<file path="config.mk">
export PLATFORM = sky130hd
export DESIGN_NAME = spi_adc_sequencer
export DESIGN_NICKNAME = d
export VERILOG_FILES = /design/src/rtl/spi_adc_sequencer.sv
export SDC_FILE = /design/constraint.sdc
export NUM_CORES = 1
export LEC_CHECK = 0
export ABC_CLOCK_PERIOD_IN_PS = 3000
export CAP_MARGIN = 10
export CORE_MARGIN = 4
export CORE_UTILIZATION = 30
export CTS_CLUSTER_DIAMETER = 40
export DETAILED_ROUTE_END_ITERATION = 8
export PLACE_DENSITY_LB_ADDON = 0.12
export SYNTH_ARGS = -nofsm -noshare
export SYNTH_HDL_FRONTEND = slang
export SYNTH_SLANG_ARGS = --single-unit
</file>
<file path="constraint.sdc">
create_clock -name clk -period 3 [get_ports clk]
set_input_delay 0.6 -clock clk [delete_from_list [all_inputs] [get_ports clk]]
set_output_delay 0.6 -clock clk [all_outputs]
set_load 0.01 [all_outputs]
</file>
<file path="src/rtl/spi_adc_sequencer.sv">
// spi_adc_sequencer: responder for the ADC command/response stream. Each
// command with a channel in range runs one 16-SCLK SPI frame on an external
// 8-channel 12-bit converter. The converter answers with the channel that the
// previous frame addressed, so command tags are held for one frame and come
// back with the next frame's data. The first frame after reset only primes
// that pipeline and produces no response.
module spi_adc_sequencer #(
  parameter int CLK_DIV      = 5,
  parameter int NUM_CHANNELS = 8,
  parameter int DATA_BITS    = 12
) (
  input  logic                 clk,
  input  logic                 rst_n,
  input  logic                 command_valid,
  input  logic [4:0]           command_channel,
  input  logic                 command_startofpacket,
  input  logic                 command_endofpacket,
  output logic                 command_ready,
  output logic                 response_valid,
  output logic [4:0]           response_channel,
  output logic [DATA_BITS-1:0] response_data,
  output logic                 response_startofpacket,
  output logic                 response_endofpacket,
  output logic                 adc_cs_n,
  output logic                 adc_sclk,
  output logic                 adc_mosi,
  input  logic                 adc_miso
);

  localparam int DIV_W = $clog2(2 * CLK_DIV + 1);
  localparam logic [DIV_W-1:0] DIV_ONE  = DIV_W'(1);
  localparam logic [DIV_W-1:0] DIV_HALF = DIV_W'(CLK_DIV);
  localparam logic [DIV_W-1:0] DIV_FULL = DIV_W'(2 * CLK_DIV);
  localparam logic [DIV_W-1:0] GAP_LAST = DIV_W'(CLK_DIV - 1);

  typedef enum logic [2:0] {IDLE, SETUP, SHIFT, DONE, GAP} state_t;

  state_t               state_q;
  logic [DIV_W-1:0]     div_q;
  logic [3:0]           bit_q;
  logic [15:0]          tx_q;
  logic [DATA_BITS-1:0] rx_q;
  logic [4:0]           cur_ch_q, prev_ch_q;
  logic                 cur_sop_q, cur_eop_q, prev_sop_q, prev_eop_q, prev_valid_q;
  logic                 ready_q, cs_n_q, sclk_q, mosi_q;
  logic                 rsp_valid_q, rsp_sop_q, rsp_eop_q;
  logic [4:0]           rsp_ch_q;
  logic [DATA_BITS-1:0] rsp_data_q;

  logic                 accept_d;
  logic                 chan_ok_d;
  logic [15:0]          tx_d;

  // Handshake decode and the control word: two zero bits, the 3-bit address,
  // then don't-care zeros for the rest of the frame.
  always_comb begin
    accept_d  = (state_q == IDLE) && ready_q && command_valid;
    chan_ok_d = (int'(command_channel) < NUM_CHANNELS);
    tx_d      = {2'b00, command_channel[2:0], 11'b0};
  end

  // Frame sequencer: SPI pins, command handshake and response strobe are all
  // registered here. SCLK falls to present a new MOSI bit and MISO is captured
  // on the clk edge that raises SCLK. Only the last DATA_BITS bits are kept,
  // so the converter's leading zeros shift out of rx_q on their own.
  always_ff @(posedge clk) begin
    if (!rst_n) begin
      state_q      <= IDLE;
      div_q        <= '0;
      bit_q        <= '0;
      ready_q      <= 1'b0;
      cs_n_q       <= 1'b1;
      sclk_q       <= 1'b1;
      mosi_q       <= 1'b0;
      rsp_valid_q  <= 1'b0;
      rsp_ch_q     <= '0;
      rsp_data_q   <= '0;
      rsp_sop_q    <= 1'b0;
      rsp_eop_q    <= 1'b0;
      prev_valid_q <= 1'b0;
    end else begin
      rsp_valid_q <= 1'b0;
      case (state_q)
        IDLE: begin
          ready_q <= 1'b1;
          // Out-of-range channels are consumed without touching the pipeline.
          if (accept_d && chan_ok_d) begin
            ready_q   <= 1'b0;
            cur_ch_q  <= command_channel;
            cur_sop_q <= command_startofpacket;
            cur_eop_q <= command_endofpacket;
            tx_q      <= tx_d;
            div_q     <= '0;
            state_q   <= SETUP;
          end
        end
        SETUP: begin
          cs_n_q <= 1'b0;
          sclk_q <= 1'b1;
          if (div_q == DIV_HALF) begin
            sclk_q  <= 1'b0;
            mosi_q  <= tx_q[15];
            tx_q    <= {tx_q[14:0], 1'b0};
            div_q   <= DIV_ONE;
            bit_q   <= '0;
            state_q <= SHIFT;
          end else begin
            div_q <= div_q + DIV_ONE;
          end
        end
        SHIFT: begin
          if (div_q == DIV_HALF) begin
            sclk_q <= 1'b1;
            rx_q   <= {rx_q[DATA_BITS-2:0], adc_miso};
            div_q  <= div_q + DIV_ONE;
          end else if (div_q == DIV_FULL) begin
            if (bit_q == 4'd15) begin
              cs_n_q <= 1'b1;
              sclk_q <= 1'b1;
              mosi_q <= 1'b0;
              // This frame's data belongs to the previous frame's command.
              if (prev_valid_q) begin
                rsp_valid_q <= 1'b1;
                rsp_ch_q    <= prev_ch_q;
                rsp_data_q  <= rx_q;
                rsp_sop_q   <= prev_sop_q;
                rsp_eop_q   <= prev_eop_q;
              end
              prev_ch_q    <= cur_ch_q;
              prev_sop_q   <= cur_sop_q;
              prev_eop_q   <= cur_eop_q;
              prev_valid_q <= 1'b1;
              state_q      <= DONE;
            end else begin
              sclk_q <= 1'b0;
              mosi_q <= tx_q[15];
              tx_q   <= {tx_q[14:0], 1'b0};
              bit_q  <= bit_q + 4'd1;
              div_q  <= DIV_ONE;
            end
          end else begin
            div_q <= div_q + DIV_ONE;
          end
        end
        DONE: begin
          div_q   <= DIV_ONE;
          state_q <= GAP;
        end
        GAP: begin
          // Keeps chip select high long enough between frames.
          if (div_q == GAP_LAST) begin
            ready_q <= 1'b1;
            state_q <= IDLE;
          end else begin
            div_q <= div_q + DIV_ONE;
          end
        end
        default: state_q <= IDLE;
      endcase
    end
  end

  assign command_ready          = ready_q;
  assign response_valid         = rsp_valid_q;
  assign response_channel       = rsp_ch_q;
  assign response_data          = rsp_data_q;
  assign response_startofpacket = rsp_sop_q;
  assign response_endofpacket   = rsp_eop_q;
  assign adc_cs_n               = cs_n_q;
  assign adc_sclk               = sclk_q;
  assign adc_mosi               = mosi_q;

endmodule

</file>
* After elaboration in Yosys (flattened, before gate mapping)
Index checks and enable logic that the tools add are counted.
Storage, ports and cells: input bits 11, output and inout bits 24, bits in registers 78
Operators by class: bitwise logic cells 5, equal/unequal tests 18, multiplexer cells 43, add/sub/neg operators 2, reduce and logical (&&, ||, !) cells 22, magnitude comparators 1
Operators with widths (count):
- $mux W16 | 5
- $pmux W16 S3 | 1
- $mux W4 | 10
- $pmux W4 S5 | 1
- $mux W3 | 6
- $reduce_and A4 Y1 | 4
- $pmux W3 S5 | 1
- $reduce_and A5 Y1 | 3
- $mux W1 | 14
- $ne A2 B2 Y1 const B | 7
- $add A4 B1 Y4 const B | 2
- $eq A4 B3 Y1 const B | 2
- $eq A4 B4 Y1 const B | 2
- $pmux W1 S2 | 4
- $pmux W4 S2 | 1
- $reduce_and A7 Y1 | 1
- $eq A3 B2 Y1 const B | 2
- $reduce_and A3 Y1 | 2
- $reduce_and A6 Y1 | 1
- $lt A5 B4 Y1 const B | 1
- $not A1 Y1 | 5
- $reduce_bool A5 Y1 | 1
- $reduce_or A5 Y1 | 1
- $ne A4 B4 Y1 const B | 1
- 9 further kinds | 13

* Longest topological paths before layout
depth after elaboration 6, gate-level depth with buffers 8, depth with buffers taken out 6

* Worst setup path before layout
OpenSTA, ideal clock, no wires.
path type input-to-reg, start point input rst_n, end point register rx_q[0], enable pin, path buffers 1, setup slack 0.816 ns, data arrival time 1.788 ns, stages on the path 3, cell sequence inv_1 > buf_1 > nor3_1
Between the ends: cells in the longest elaborated chain, start to end 1
Ends and longest elaborated chain:
- from (decl) | RTL line 13 | input logic rst_n,
- $reduce_and A3 Y1 (no line)
- to (signal assigned) | RTL line 114 | rx_q <= {rx_q[DATA_BITS-2:0], adc_miso};
- to (decl) | RTL line 42 | logic [DATA_BITS-1:0] rx_q;
Every way passes these cells. A chain may end at the register's enable or synchronous reset.

* Worst setup path in the final report
start point register state_q[1], end point register rsp_sop_q, in the netlist response_startofpacket
Between the ends: cells in the longest elaborated chain, start to end 2
Ends and longest elaborated chain:
- from (decl) | RTL line 38 | state_t state_q;
- from (signal assigned) | RTL line 68 | state_q <= IDLE;
- from (signal assigned) | RTL line 94 | state_q <= SETUP;
- from (signal assigned) | RTL line 106 | state_q <= SHIFT;
- $eq A3 B2 Y1 | RTL line 83 | case (state_q)
- $reduce_and A5 Y1 (no line)
- to (signal assigned) | RTL line 126 | rsp_sop_q <= prev_sop_q;
- to (decl) | RTL line 46 | logic rsp_valid_q, rsp_sop_q, rsp_eop_q;
Every way passes these cells.

==> impl_metrics.tcl <==
set metrics [dict create \
    cts_tree "yes" \
    p_leak_nw 1.175 \
    slowest_stage "dfxtp_1" \
    route.detailed.drc 0 \
    relSlewSlack 0.5262 \
    synthSimpleGateAreaFrac 0.1594 \
    grt_pass1_wl_mm 10.58 \
    n_fill_cell 880 \
    rows 34 \
    avgRoutedWirePerCell_um 15.53 \
    routed_via_density 5.113 \
    place_inst 390 \
    ys.flop_type "dfxtp_1" \
    numCtsBuffers 9 \
    synthMuxAreaShare 0.01164 \
    clock-sinks 67 \
    synth_compound_area_frac 0.1769 \
    synthArstFlopShare 0 \
    power_density_nw_per_um2 530.3 \
    synth_top_family_by_area "compound AO/OA/AOI/OAI gates" \
    synth_xor_area_frac 0 \
    wl_mm 6.306 \
    synth_area_per_cell_um2 11.00 \
    syn_nets 270 \
    clk_root_buffer_cell "clkbuf_8" \
    ant_nets 0 \
    ys_seq_area_frac 0.5911 \
    required_ns 3.21 \
    synth-edff-count 31 \
    final_util 0.3901 \
    period_share 0.7439 \
    synth-seq-cells 67 \
    first_pass_iters 4 \
    hold_buffers 0 \
    overflow 0 \
    ir_worst_vdd_uv 190.0 \
    clkPwrFrac 0.413 \
    clk_latency_ns 0.34 \
    area_delta_synth_final_pct 24.14 \
    worst_slew_pin_slew_ns 0.7108 \
    path_cells "nor3b_1 > nand3_1 > buf_4 > o21ai_0 > a21oi_1" \
    grt_setup_unrepaired "no" \
    seqPwrFrac 0.528 \
    stdcell_count 406 \
    die_x_um 104.5 \
    htree_levels 3 \
    clk_pin_slew_ns 0.08 \
    syn_area_um2 2794 \
    cpPeakStageDelay_ns 0.59 \
    syn_inst 254 \
    tns_ns 0 \
    drive_gt1_frac 0.1275 \
    setup_violations 0 \
    layout.area.seq_um2 1652 \
    nNetsFinal 309 \
    clockBufferDepth 2 \
    yosys_warnings 0 \
    cp.arrival_ns 2.44 \
    max_cap_viol_count 0 \
    pwr-share-comb 0.060 \
    grt_antenna_before_repair 0 \
    place_congestion 0.7705 \
    grt_use_total 0.1209 \
    hold_viol 0 \
    crit_family "simple AND/OR/NAND/NOR gates" \
    post_cts_buffers 0 \
    hold_class "reg -> reg" \
    ys_types 52 \
    drt_iter0_drc 119 \
    grt_pass1_vias 2078 \
    fin_worst_skew_ns 0.008175 \
    critPathCaptureType "flop" \
    grt_max_degree 22 \
    n_antenna_cell 0 \
    via_count 2076 \
    die_area_um2 10920 \
    path_max_fanout 15 \
    post-dp-hpwl_mm 4.328 \
    multi_input_area_um2 1035 \
    min_period_ns 2.232 \
    start_util 0.3142 \
    clock.fmax_mhz 448.1 \
    die-height_um 104.5 \
    switching_share 0.2272 \
    final.hold.worst_slack_ns 0.4259 \
    crit_buf_inv 1 \
    numPortBuffers 34 \
    maxSlewViolCount 0 \
    crit_type "reg -> reg" \
    core_region_area_um2 8891 \
    post_cts_resize_count 0 \
    status "finished clean" \
    ios 35 \
    startpoint_type "flop" \
    synthAdderAreaFrac 0.02239 \
    switching_power_w 0.0004180 \
    p_int_w 0.001421 \
    total_power_w 0.001839 \
]
-- cells in the mapped netlist (all sizes together), types with 2 or more instances --
cell type	instances	area share
nand3	26	0.048
o32ai	2	0.0063
ha	5	0.022
a211oi	2	0.0054
nand3b	3	0.013
dfxtp	36	0.26
o21ai	25	0.045
and2	3	0.0067
clkbuf	7	0.0094
nor2	7	0.0094
a21oi	29	0.052
o221ai	3	0.0094
mux2	2	0.0081
nand2b	2	0.0045
a32oi	2	0.0063
edfxtp	31	0.33
or2	3	0.0067
nand2	10	0.013
o2111ai	2	0.0063
nor2b	5	0.011
nor3	6	0.015
nor3b	2	0.0054
o22ai	4	0.011
o211ai	2	0.0054
and3b	2	0.0063
inv	6	0.0081
buf	10	0.021
-- layout make-up --
cell class	count	share of cell area
inverter	6	0.006493
sequential	67	0.4762
tap	108	0.03896
timing repair buffer	45	0.1219
multi-input combinational	164	0.2983
clock buffer	10	0.03968
clock inverter	6	0.01840
-- metrics by stage --
step                setup slack [ns]  instance area [um^2]
detailed placement            0.6989                  3267
global route                  0.5183                  3468
finish                        0.7683                  3468
CTS                           0.8056                  3468
floorplan                     0.8155                  2794
global placement              0.7096                  3267
-- state kept, by name (all words and copies together), names as in the netlist, 3 cells and up --
signal	flops
div_q	4
tx_q	5
bit_q	4
response_data	12
response_channel	5
cur_ch_q	5
state_q	3
prev_ch_q	5
rx_q	12
-- cells in the final DEF (no fill, tap or decap), types with 3 or more instances in the layout --
cell             count
dfxtp_1             36
clkdlybuf4s50_1     34
edfxtp_1            31
a21oi_1             29
o21ai_0             25
nand3_1             25
buf_4               11
nand2_1             10
clkbuf_8            10
nor2_1               7
inv_1                5
nor2b_1              5
nor3_1               5
ha_1                 5
o22ai_1              3
and2_1               3
o221ai_1             3
-- metal layers --
layer / routed length, um / vias up / track usage
met5: 0 / - / 0
met4: 97 / 0 / 0.05698
met3: 235 / 7 / 0.02669
met2: 2886 / 44 / 0.1868
met1: 3087 / 990 / 0.1610
li1: - / 1035 / -
-- cells by family after synthesis --
logic type                 after synthesis
buffers and inverters                   23
AOI/OAI and AO/OA                       80
muxes                                    3
and+or+nand+nor                         76
DFF                                     67
adders and majority gates                5
-- power groups by stage --
stage | logic [W] | clock network [W] | registers, W
6_report | 0.000110 | 0.000759 | 0.000971
5_1_grt | 0.000119 | 0.000828 | 0.000972
4_1_cts | 0.000110 | 0.000782 | 0.000971
3_5_place_dp | 0.000109 | 0 | 0.000992
3_3_place_gp | 0.000111 | 0 | 0.000992
2_1_floorplan | 0.0000615 | 0 | 0.000992
-- worst paths after layout --
path / depth (start not counted) / to / slack (ns) / from
worst min register to register: 0 / prev_eop_q$_DFFE_PP_ / 0.43 / cur_eop_q$_DFFE_PP_
worst max register to register: 5 / response_startofpacket$_SDFFE_PN0P_ / 0.77 / state_q[1]$_SDFFE_PN0P_
worst min-delay path: 0 / prev_eop_q$_DFFE_PP_ / 0.43 / cur_eop_q$_DFFE_PP_
worst max-delay path: 5 / response_startofpacket$_SDFFE_PN0P_ / 0.77 / state_q[1]$_SDFFE_PN0P_
(Power assumes the default switching activity.)
